### src/rtl/fork_fflop_n.sv
// N-way Valid/Retry fork: each branch owns a 2-entry flop buffer so data and
// Retry are registered per branch; supports multicast masks and eager retirement.
module fork_fflop_n #(
    parameter int Size    = 8,
    parameter int Outputs = 2,
    parameter int Eager   = 1
) (
    input  logic                    clk,
    input  logic                    reset,
    input  logic [Size-1:0]         inp,
    input  logic                    inp_Valid,
    input  logic [Outputs-1:0]      inp_Mask,
    output logic                    inp_Retry,
    output logic [Outputs*Size-1:0] out,
    output logic [Outputs-1:0]      out_Valid,
    input  logic [Outputs-1:0]      out_Retry
);

    logic [Outputs-1:0] full;
    logic [Outputs-1:0] push;
    logic [Outputs-1:0] pop;

    for (genvar i = 0; i < Outputs; i++) begin : g_branch
        logic [1:0]      count;
        logic [Size-1:0] head;
        logic [Size-1:0] tail;

        assign full[i]              = (count == 2'd2);
        assign out_Valid[i]         = (count != 2'd0);
        assign out[i*Size +: Size]  = head;
        assign pop[i]               = out_Valid[i] & ~out_Retry[i];

        // Push never coincides with count==2 and pop never with count==0,
        // so push+pop only happens at count==1 where the new token becomes head.
        always_ff @(posedge clk or negedge reset) begin
            if (!reset) begin
                count <= 2'd0;
                head  <= '0;
                tail  <= '0;
            end else begin
                case ({push[i], pop[i]})
                    2'b10: begin
                        if (count == 2'd0) begin
                            head  <= inp;
                            count <= 2'd1;
                        end else begin
                            tail  <= inp;
                            count <= 2'd2;
                        end
                    end
                    2'b01: begin
                        if (count == 2'd2) begin
                            head <= tail;
                        end
                        count <= count - 2'd1;
                    end
                    2'b11: begin
                        head <= inp;
                    end
                    default: begin
                    end
                endcase
            end
        end
    end

    if (Eager != 0) begin : g_eager
        logic [Outputs-1:0] done;
        logic [Outputs-1:0] pend;

        assign pend      = inp_Mask & ~done;
        assign push      = {Outputs{inp_Valid}} & pend & ~full;
        assign inp_Retry = |(pend & full);

        // done remembers which branches already took the token being held,
        // so a stalled token is never delivered twice to the same branch.
        always_ff @(posedge clk or negedge reset) begin
            if (!reset) begin
                done <= '0;
            end else if (inp_Valid && !inp_Retry) begin
                done <= '0;
            end else if (inp_Valid) begin
                done <= done | push;
            end
        end
    end else begin : g_lockstep
        logic blk;

        assign blk       = |(inp_Mask & full);
        assign push      = {Outputs{inp_Valid & ~blk}} & inp_Mask;
        assign inp_Retry = blk;
    end

endmodule

### config.mk
export PLATFORM = sky130hd
export DESIGN_NAME = fork_fflop_n
export DESIGN_NICKNAME = d
export VERILOG_FILES = /design/src/rtl/fork_fflop_n.sv
export SDC_FILE = /design/constraint.sdc
export NUM_CORES = 1
export LEC_CHECK = 0
export BUFFER_PORTS_ARGS = -buffer_cell sky130_fd_sc_hd__buf_2
export CAP_MARGIN = 10
export CORE_ASPECT_RATIO = 1.1
export CORE_MARGIN = 3
export CORE_UTILIZATION = 50
export CTS_CLUSTER_SIZE = 24
export DETAILED_ROUTE_END_ITERATION = 8
export GPL_TIMING_DRIVEN = 0
export MAX_ROUTING_LAYER = met4
export PLACE_DENSITY = 0.73
export SETUP_SLACK_MARGIN = 0.05
export SKIP_CTS_REPAIR_TIMING = 1
export SYNTH_ARGS = -nofsm -noshare
export SYNTH_HDL_FRONTEND = slang
export SYNTH_SLANG_ARGS = --single-unit
### constraint.sdc
create_clock -name clk -period 2.1 [get_ports clk]
set_input_delay 0.105 -clock clk [delete_from_list [all_inputs] [get_ports clk]]
set_output_delay 0.105 -clock clk [all_outputs]
set_load 0.1 [all_outputs]
==> results.md, run 1 <==
* Die H at 73.0 microns
* Layout fillers at 227
* Largest net degree at the start of global routing at 39
* Worst slew pin tran at 0.914 ns
* Total wire length at 5730 microns
* Fmax at 476 MHz
* Nets at 262
* Root Buffer: clkbuf_8
* Share of cells above drive strength 1 at 0.479
* CTS tree: done
* Die X at 66.9 microns
* Violated checks: setup timing
* Remaining antenna violation count at 0
* DR vias at 1726
* CTS clk-pin slew, worst paths at 0.08 ns
* Worst-case clock buffer depth at 2
* Total CTS buffers at 5
* Crit Path Max Fanout at 7
* # DRC at 0
* Total GRT Usage at 0.218
* Cell count after synthesis at 183
* Async set-or-reset flop fraction in the synthesized netlist at 1.00
* Core Region at 0.00377 sq mm
* Critical path arrival at 2.26 ns
* Worst-Skew Late Latency at 0.29 ns
* Critical path type: reg -> reg
* Dpl ws at -0.481 ns
* Post-synth top flop: dfrtp_1
* TritonCTS Sinks at 38
* Skew final at 0.00853 ns
* Critical path required time at 2.26 ns
* Post-synth EDFFs at 0
* Max-slew violations at 0
* Hold Fails Final Rpt at 0
* R2R depth at 10
* Layout Cells excl Fill at 288
* Hold Crit Depth at 2
* Syn nets at 208
* First-pass GRT wire length at 7690 microns
* Dpl cell area at 0.00227 sq mm
* Yosys Warn Count at 0
* Status: complete, but fails checks
* Row cnt at 23
* GPL Wtd Cong at 0.826
* Synth-to-layout area growth at 39.3%
* Antenna violations before repair at 0
* Grt total ovfl at 0
* Sequential share of the synthesized area at 0.466
* Synth cell types at 32
* Critical Path End Type: register
* WL/cell at 19.9 microns
* Synth Register Bits at 38
* Vias in the first global route at 1642
* FF/Latch Area at 951 sq um
* First-pass detailed-route iteration total at 4
* # setup viols final at 1
* Fin crit period at 2.10 ns
* Max transition margin at 0.388
* Die ar. at 0.00488 sq mm
* Post-Syn Area per Cell at 11.1 sq um
* IO Port Bufs at 33
* Post-detail-place hpwl at 3440 microns
* DR vias/cell at 5.99
* H-tree levels at 2
* Multi-input gate area at 0.00134 sq mm
* Initial DRC count at 105
* Final setup margin at -0.000502 ns
* Min-Delay Path Class: in -> reg
* RSZ-0062 raised after global routing: true
* Final non-filler cell area at 0.00284 sq mm
* Mapped Area at 0.00204 sq mm
* Ports at 34
* DP Cell Count at 266
* # diodes at 0
* Starting Density at 0.541
* CP startpoint kind: register
* Tcrit/Tclk final at 1.00
* Max-cap violations at 0
==> state kept, by name, summed over array words and instances (netlist names) <==
signal	count
g_branch.count	4
g_branch.head	16
g_branch.tail	16
g_eager.done	2
==> metrics by stage <==
| step | TNS, ns | util | hold WS, ns |
|---|---|---|---|
| CTS | -5.92 | 0.626 | -0.0542 |
| global route | -0.167 | 0.754 | 0.0880 |
| floorplan | 0 | - | -0.191 |
| detailed placement | -5.14 | 0.601 | 0.259 |
| finish | -0.000502 | 0.754 | 0.0930 |
| global placement | -3.34 | 0.601 | 0.228 |
==> per-layer routing <==
layer / up-vias / track usage / share of wire
met5: - / - / 0
met4: 0 / 0.0788 / 0.018
met3: 13 / 0.0478 / 0.044
met2: 48 / 0.362 / 0.54
met1: 875 / 0.259 / 0.39
li1: 790 / - / -
==> synth_stat cells, types with 3 or more instances <==
library cell,count,share of area
dfrtp_1,38,0.47
a21oi_1,20,0.049
a22oi_1,16,0.059
mux2_2,16,0.088
a2111oi_0,15,0.064
nor2b_1,15,0.046
inv_1,11,0.020
ha_1,10,0.061
nand2_1,6,0.011
and2b_1,3,0.011
clkbuf_2,3,0.0074
==> worst paths after layout <==
kind / start / to / slack (ns)
max reg2reg: g_branch[1].count[0]$_DFFE_PN0P_ / g_branch[1].head[1]$_DFFE_PN0P_ / -0.0005
min in group asynchronous: reset / g_branch[1].tail[1]$_DFFE_PN0P_ / 0.46
min reg2reg: g_branch[0].tail[5]$_DFFE_PN0P_ / g_branch[0].tail[5]$_DFFE_PN0P_ / 0.55
max in group asynchronous: reset / g_branch[1].head[7]$_DFFE_PN0P_ / 1.10
min: inp[4] / g_branch[0].tail[4]$_DFFE_PN0P_ / 0.09
max: g_branch[1].count[0]$_DFFE_PN0P_ / g_branch[1].head[1]$_DFFE_PN0P_ / -0.0005
==> cell families after synthesis <==
group,Yosys count,synth area share
compound gates,57,0.195
simple gates,41,0.140
flops,38,0.466
buf+inv,19,0.0393
mux,18,0.0982
fa+ha+maj,10,0.0613
==> critical path, stage by stage (launching register included) <==
cell and delay [ns]:
dfrtp_1 0.39, inv_2 0.07, ha_2 0.18, buf_6 0.14
nor2_4 0.19, ha_4 0.16, buf_6 0.13, buf_4 0.14
nor2b_1 0.07, a2111oi_4 0.36, a22oi_1 0.14
==> cell type report <==
cell class,instances,share of cell area
multi-input combinational,126,0.472
sequential,38,0.335
timing repair buffer,47,0.102
clock buffer,7,0.0304
tap,50,0.0220
buffer,6,0.0203
inverter,13,0.0172
clock inverter,1,0.00176
==> cell usage in the layout, fill, tap and decap left out, types with 2 or more instances in the layout <==
master	instances
a2111oi_4	10
a22oi_1	16
nand3_4	2
buf_2	33
dfrtp_1	38
buf_4	12
a31oi_1	2
nand2_1	6
a21oi_1	19
nor2_1	2
nand3b_1	2
ha_4	4
inv_2	4
a2111oi_2	5
clkbuf_8	6
mux2_2	16
and2b_1	3
inv_1	8
nor2b_2	2
buf_6	3
nor2b_4	2
o21ai_0	2
ha_1	3
ha_2	3
mux2i_1	2
nor2_4	2
nand4bb_4	2
nor2b_1	13
Power of run 1 is not shown: default switching activity piles up to over one toggle a cycle in this logic, so the estimate is an artifact.
==> inputs of run 2 (changes only) <==
Settings changed: ABC_AREA from default to 1.
==> results.md, run 2 <==
* Leading post-synthesis cells by cell area: dfrtp_1, nand2_1, ha_1
* Metal-1 WL at 1830 microns
* Min-Delay Path Class: in -> reg
* Fmax at 539 MHz
* First-pass GRT wire length at 6260 microns
* Crit Path Max Fanout at 10
* Worst-Skew Late Latency at 0.34 ns
* Met2 WL at 1630 microns
* Hold Startpoint: inp[1]
* Post-synth EDFFs at 0
* CP startpoint: g_branch[1].count[0]$_DFFE_PN0P_
* Root Buffer: clkbuf_4
* R2R depth at 9
* TritonCTS Sinks at 38
* WP buf/inv at 3
* Top layer used by detailed routing: met4
* Min Hold Slack at 0.0598 ns
* Max-slew violations at 0
* TNS Setup at 0 ns
* Async set-or-reset flop fraction in the synthesized netlist at 1.00
* Largest net degree at the start of global routing at 39
* Hold Fails Final Rpt at 0
* Nets at 294
* Status: complete, no violations
* Max-cap violations at 0
* Core Region at 0.00350 sq mm
* Yosys Warn Count at 0
* Regs by FF count: g_branch.head: 16 flops, g_branch.tail: 16 flops, g_branch.count: 4 flops
* Post-synth top flop: dfrtp_1
* Total wire length at 3720 microns
* Cell count after synthesis at 228
* DR vias at 1568
* Most frequent cell after synthesis: nand2_1
* Ports at 34
* RSZ-0062 raised after global routing: false
* Met3 Wirelength at 192 microns
* Sequential share of the synthesized area at 0.497
* CP startpoint kind: register
* Worst slew pin tran at 0.827 ns
* WL/cell at 11.8 microns
* Critical path arrival at 2.10 ns
* # setup viols final at 0
* Syn nets at 253
* CTS clk-pin slew, worst paths at 0.10 ns
* Initial DRC count at 69
* Synth Register Bits at 38
* Remaining antenna violation count at 0
* CP max stage cell: dfrtp_1
* Grt total ovfl at 0
* Die H at 70.9 microns
* CTS tree: done
* Most frequent cells in the layout: nand2_1, dfrtp_1, buf_2, inv_1, o21ai_1
* CP delay by family, top: adder cells
* Dominant cell type by area after synthesis: dfrtp_1
* GPL Wtd Cong at 0.787
* Dpl cell area at 0.00214 sq mm
* Number of cells on the critical path at 9
* Fin util at 0.629
* Hold Crit Depth at 3
* Slowest stage delay, CP at 0.36 ns
* Die ar. at 0.00460 sq mm
* Starting Density at 0.547
* DR vias/cell at 4.96
* First-pass detailed-route iteration total at 4
* Final non-filler cell area at 0.00220 sq mm
* Critical Path End Type: register
* Most common cell after layout, fill and taps aside: nand2_1
* Post-synth top cells: nand2_1, dfrtp_1, inv_1, o21ai_1, nand3_1
* Tcrit/Tclk final at 0.883
* Critical path required time at 2.34 ns
* Fin crit period at 1.86 ns
* Post-detail-place hpwl at 2780 microns
* Critical path type: reg -> reg
* # diodes at 0
* # DRC at 0
* Worst r2r src: g_branch[1].count[0]$_DFFE_PN0P_
* Worst-case clock buffer depth at 2
* Yosys top cell area share at 0.497
* Post-Syn Area per Cell at 8.39 sq um
* Synth-to-layout area growth at 15.0%
* Mapped Area at 0.00191 sq mm
* Synth cell types at 16
* Skew final at 0.00441 ns
* Vias in the first global route at 1410
* Share of cells above drive strength 1 at 0.235
* Row cnt at 22
* Total GRT Usage at 0.182
* Layout fillers at 329
* IO Port Bufs at 33
* Total CTS buffers at 5
* Reg2Reg Setup Slack at 0.24 ns
* CP Cell Sequence: inv_1 > ha_1 > or2_4 > inv_1 > ha_1 > buf_2 > o21ai_0 > nand3_1 > nand2_1
* Max transition margin at 0.449
* Antenna violations before repair at 0
* H-tree levels at 2
* Die X at 65.0 microns
## run 2: layout make-up
type | count | area, sq um | area share
plain buffers | 5 | 30.0 | 0.0137
well taps | 48 | 60.1 | 0.0273
inverters | 27 | 101 | 0.0461
multi-input cells | 158 | 830 | 0.377
clock buffers | 6 | 51.3 | 0.0233
repair buffers | 34 | 175 | 0.0797
flip-flops and latches | 38 | 951 | 0.433
## run 2: cell families after synthesis
logic type	share of synthesized area
compound gates	0.118
simple gates	0.251
buf+inv	0.0687
fa+ha+maj	0.0654
flops	0.497
## run 2: path summary, 6_finish.rpt
| path | end |
|---|---|
| setup / recovery | g_branch[1].head[7]$_DFFE_PN0P_ |
| hold / removal | g_branch[1].tail[1]$_DFFE_PN0P_ |
| setup reg to reg | g_branch[1].head[7]$_DFFE_PN0P_ |
| hold reg to reg | g_branch[1].head[5]$_DFFE_PN0P_ |
| max in group asynchronous | g_branch[1].tail[3]$_DFFE_PN0P_ |
| min in group asynchronous | g_branch[1].head[7]$_DFFE_PN0P_ |
## run 2: metrics by stage
step	cells	setup slack, ns
finish	316	0.245
global route	316	0.0626
CTS	315	0.237
detailed placement	309	0.256
global placement	309	0.280
floorplan	228	0.447
## run 2: metal layers
layer	up-vias	track usage
met5	-	-
li1	812	-
met1	707	0.246
met3	6	0.0476
met2	43	0.261
met4	0	0.0704
## run 2: worst reg2reg max path: stages, from the launching register on
cell	delay, ns
dfrtp_1	0.36
inv_1	0.07
ha_1	0.24
or2_4	0.27
inv_1	0.08
ha_1	0.22
buf_2	0.23
o21ai_0	0.13
nand3_1	0.09
nand2_1	0.05
Power of run 2 is left out for the same reason.
==> inputs of run 3 (changes only) <==
Settings changed: PLACE_DENSITY 0.73 to 0.75.
==> results.md, run 3 (same netlist as run 2, synthesis figures left out) <==
* Worst-case clock buffer depth at 2
* Nets at 294
* Die X at 65.0 microns
* WL/cell at 11.4 microns
* Max transition margin at 0.454
* R2R depth at 10
* DR vias at 1555
* Total CTS buffers at 5
* Share of cells above drive strength 1 at 0.241
* Regs by FF count: g_branch.head: 16 flops, g_branch.tail: 16 flops, g_branch.count: 4 flops
* Most common cell after layout, fill and taps aside: nand2_1
* Largest net degree at the start of global routing at 39
* Hold Startpoint: inp[7]
* Worst r2r src: g_branch[0].count[0]$_DFFE_PN0P_
* Max-cap violations at 0
* Dpl cell area at 0.00214 sq mm
* DP Cell Count at 309
* Die H at 70.9 microns
* CP Cell Sequence: inv_1 > ha_1 > or2_4 > inv_1 > ha_1 > clkbuf_4 > nand2_1 > o21ai_0 > nand3_1 > nand2_1
* Reg-to-reg endpoint: g_branch[0].head[3]$_DFFE_PN0P_
* Starting Density at 0.547
* Ports at 34
* Total GRT Usage at 0.184
* Layout Cells excl Fill at 318
* Most frequent cells in the layout: nand2_1, dfrtp_1, buf_2, inv_1, o21ai_1
* Fin crit period at 1.81 ns
* Core Region at 0.00350 sq mm
* Root Buffer: clkbuf_4
* Reg2Reg Setup Slack at 0.29 ns
* Min Hold Slack at 0.0814 ns
* WHS Endpoint: g_branch[1].tail[7]$_DFFE_PN0P_
* Vias in the first global route at 1426
* Status: complete, no violations
* Crit Path Max Fanout at 10
* CTS tree: done
* Post-detail-place hpwl at 2720 microns
* TNS Setup at 0 ns
* TritonCTS Sinks at 38
* Critical path required time at 2.38 ns
* First-pass GRT wire length at 6470 microns
* H-tree levels at 2
* CP delay by family, top: simple AND/OR/NAND/NOR gates
* Antenna violations before repair at 0
* Critical path arrival at 2.09 ns
* Critical path type: reg -> reg
* GPL Wtd Cong at 0.839
* Hold Crit Depth at 3
* # setup viols final at 0
* First-pass detailed-route iteration total at 4
* Hold Fails Final Rpt at 0
* Layout fillers at 357
* Initial DRC count at 46
* Critical Path End Type: register
* Slowest stage delay, CP at 0.36 ns
* Synth-to-layout area growth at 16.5%
* CP max stage cell: dfrtp_1
* Row cnt at 22
* Total wire length at 3640 microns
* FF/Latch Area at 951 sq um
* Fmax at 552 MHz
* Tcrit/Tclk final at 0.863
* RSZ-0062 raised after global routing: false
* Min-Delay Path Class: in -> reg
* Worst-Skew Late Latency at 0.34 ns
* Worst slew pin tran at 0.820 ns
* Multi-input gate area at 830 sq um
* WP buf/inv at 3
* CTS clk-pin slew, worst paths at 0.11 ns
* Final non-filler cell area at 0.00223 sq mm
* Die ar. at 0.00460 sq mm
* # DRC at 0
* Max-slew violations at 0
* Skew final at 0.00588 ns
* Remaining antenna violation count at 0
* Grt total ovfl at 0
* CP startpoint kind: register
* IO Port Bufs at 33
* DR vias/cell at 4.89
* # diodes at 0
-- run 3: final cells by class --
type                            count  area share
Clock inverter                      3      0.0180
Clock buffer                        5      0.0169
Sequential cell                    38       0.427
Tap cell                           48      0.0270
Buffer                              5      0.0146
Multi-Input combinational cell    158       0.372
Inverter                           27      0.0455
Timing Repair Buffer               34      0.0787
-- run 3: worst reg2reg max path, stage by stage (launching register included) --
cell      delay [ns]
dfrtp_1         0.36
inv_1           0.07
ha_1            0.25
or2_4           0.27
inv_1           0.08
ha_1            0.22
clkbuf_4        0.22
nand2_1         0.05
o21ai_0         0.07
nand3_1         0.10
nand2_1         0.07
-- run 3: how the worst max path moves through the flow --
stage                                      from                               end  cells past startpoint
5_1_grt        g_branch[0].count[0]$_DFFE_PN0P_   g_branch[0].head[5]$_DFFE_PN0P_                     10
3_5_place_dp   g_branch[0].count[0]$_DFFE_PN0P_  g_branch[0].count[1]$_DFFE_PN0P_                      9
6_report       g_branch[0].count[0]$_DFFE_PN0P_   g_branch[0].head[3]$_DFFE_PN0P_                     10
2_1_floorplan  g_branch[0].count[0]$_DFFE_PN0P_   g_branch[0].head[2]$_DFFE_PN0P_                      9
4_1_cts        g_branch[0].count[0]$_DFFE_PN0P_   g_branch[0].head[3]$_DFFE_PN0P_                     10
3_3_place_gp   g_branch[0].count[0]$_DFFE_PN0P_   g_branch[0].head[3]$_DFFE_PN0P_                      9
-- run 3: stage by stage --
stage	worst slack (ns)	utilization
finish	0.289	0.637
global placement	0.315	0.611
global route	0.0573	0.637
detailed placement	0.297	0.611
CTS	0.271	0.634
floorplan	0.447	-
-- run 3: metal layers --
layer / vias to the layer above / wire length, microns / global-route usage
met5: - / 0 / -
met4: 0 / 64 / 0.0563
met3: 8 / 209 / 0.0460
met2: 43 / 1630 / 0.268
met1: 694 / 1740 / 0.254
li1: 810 / - / -
Power of run 3 is left out for the same reason.
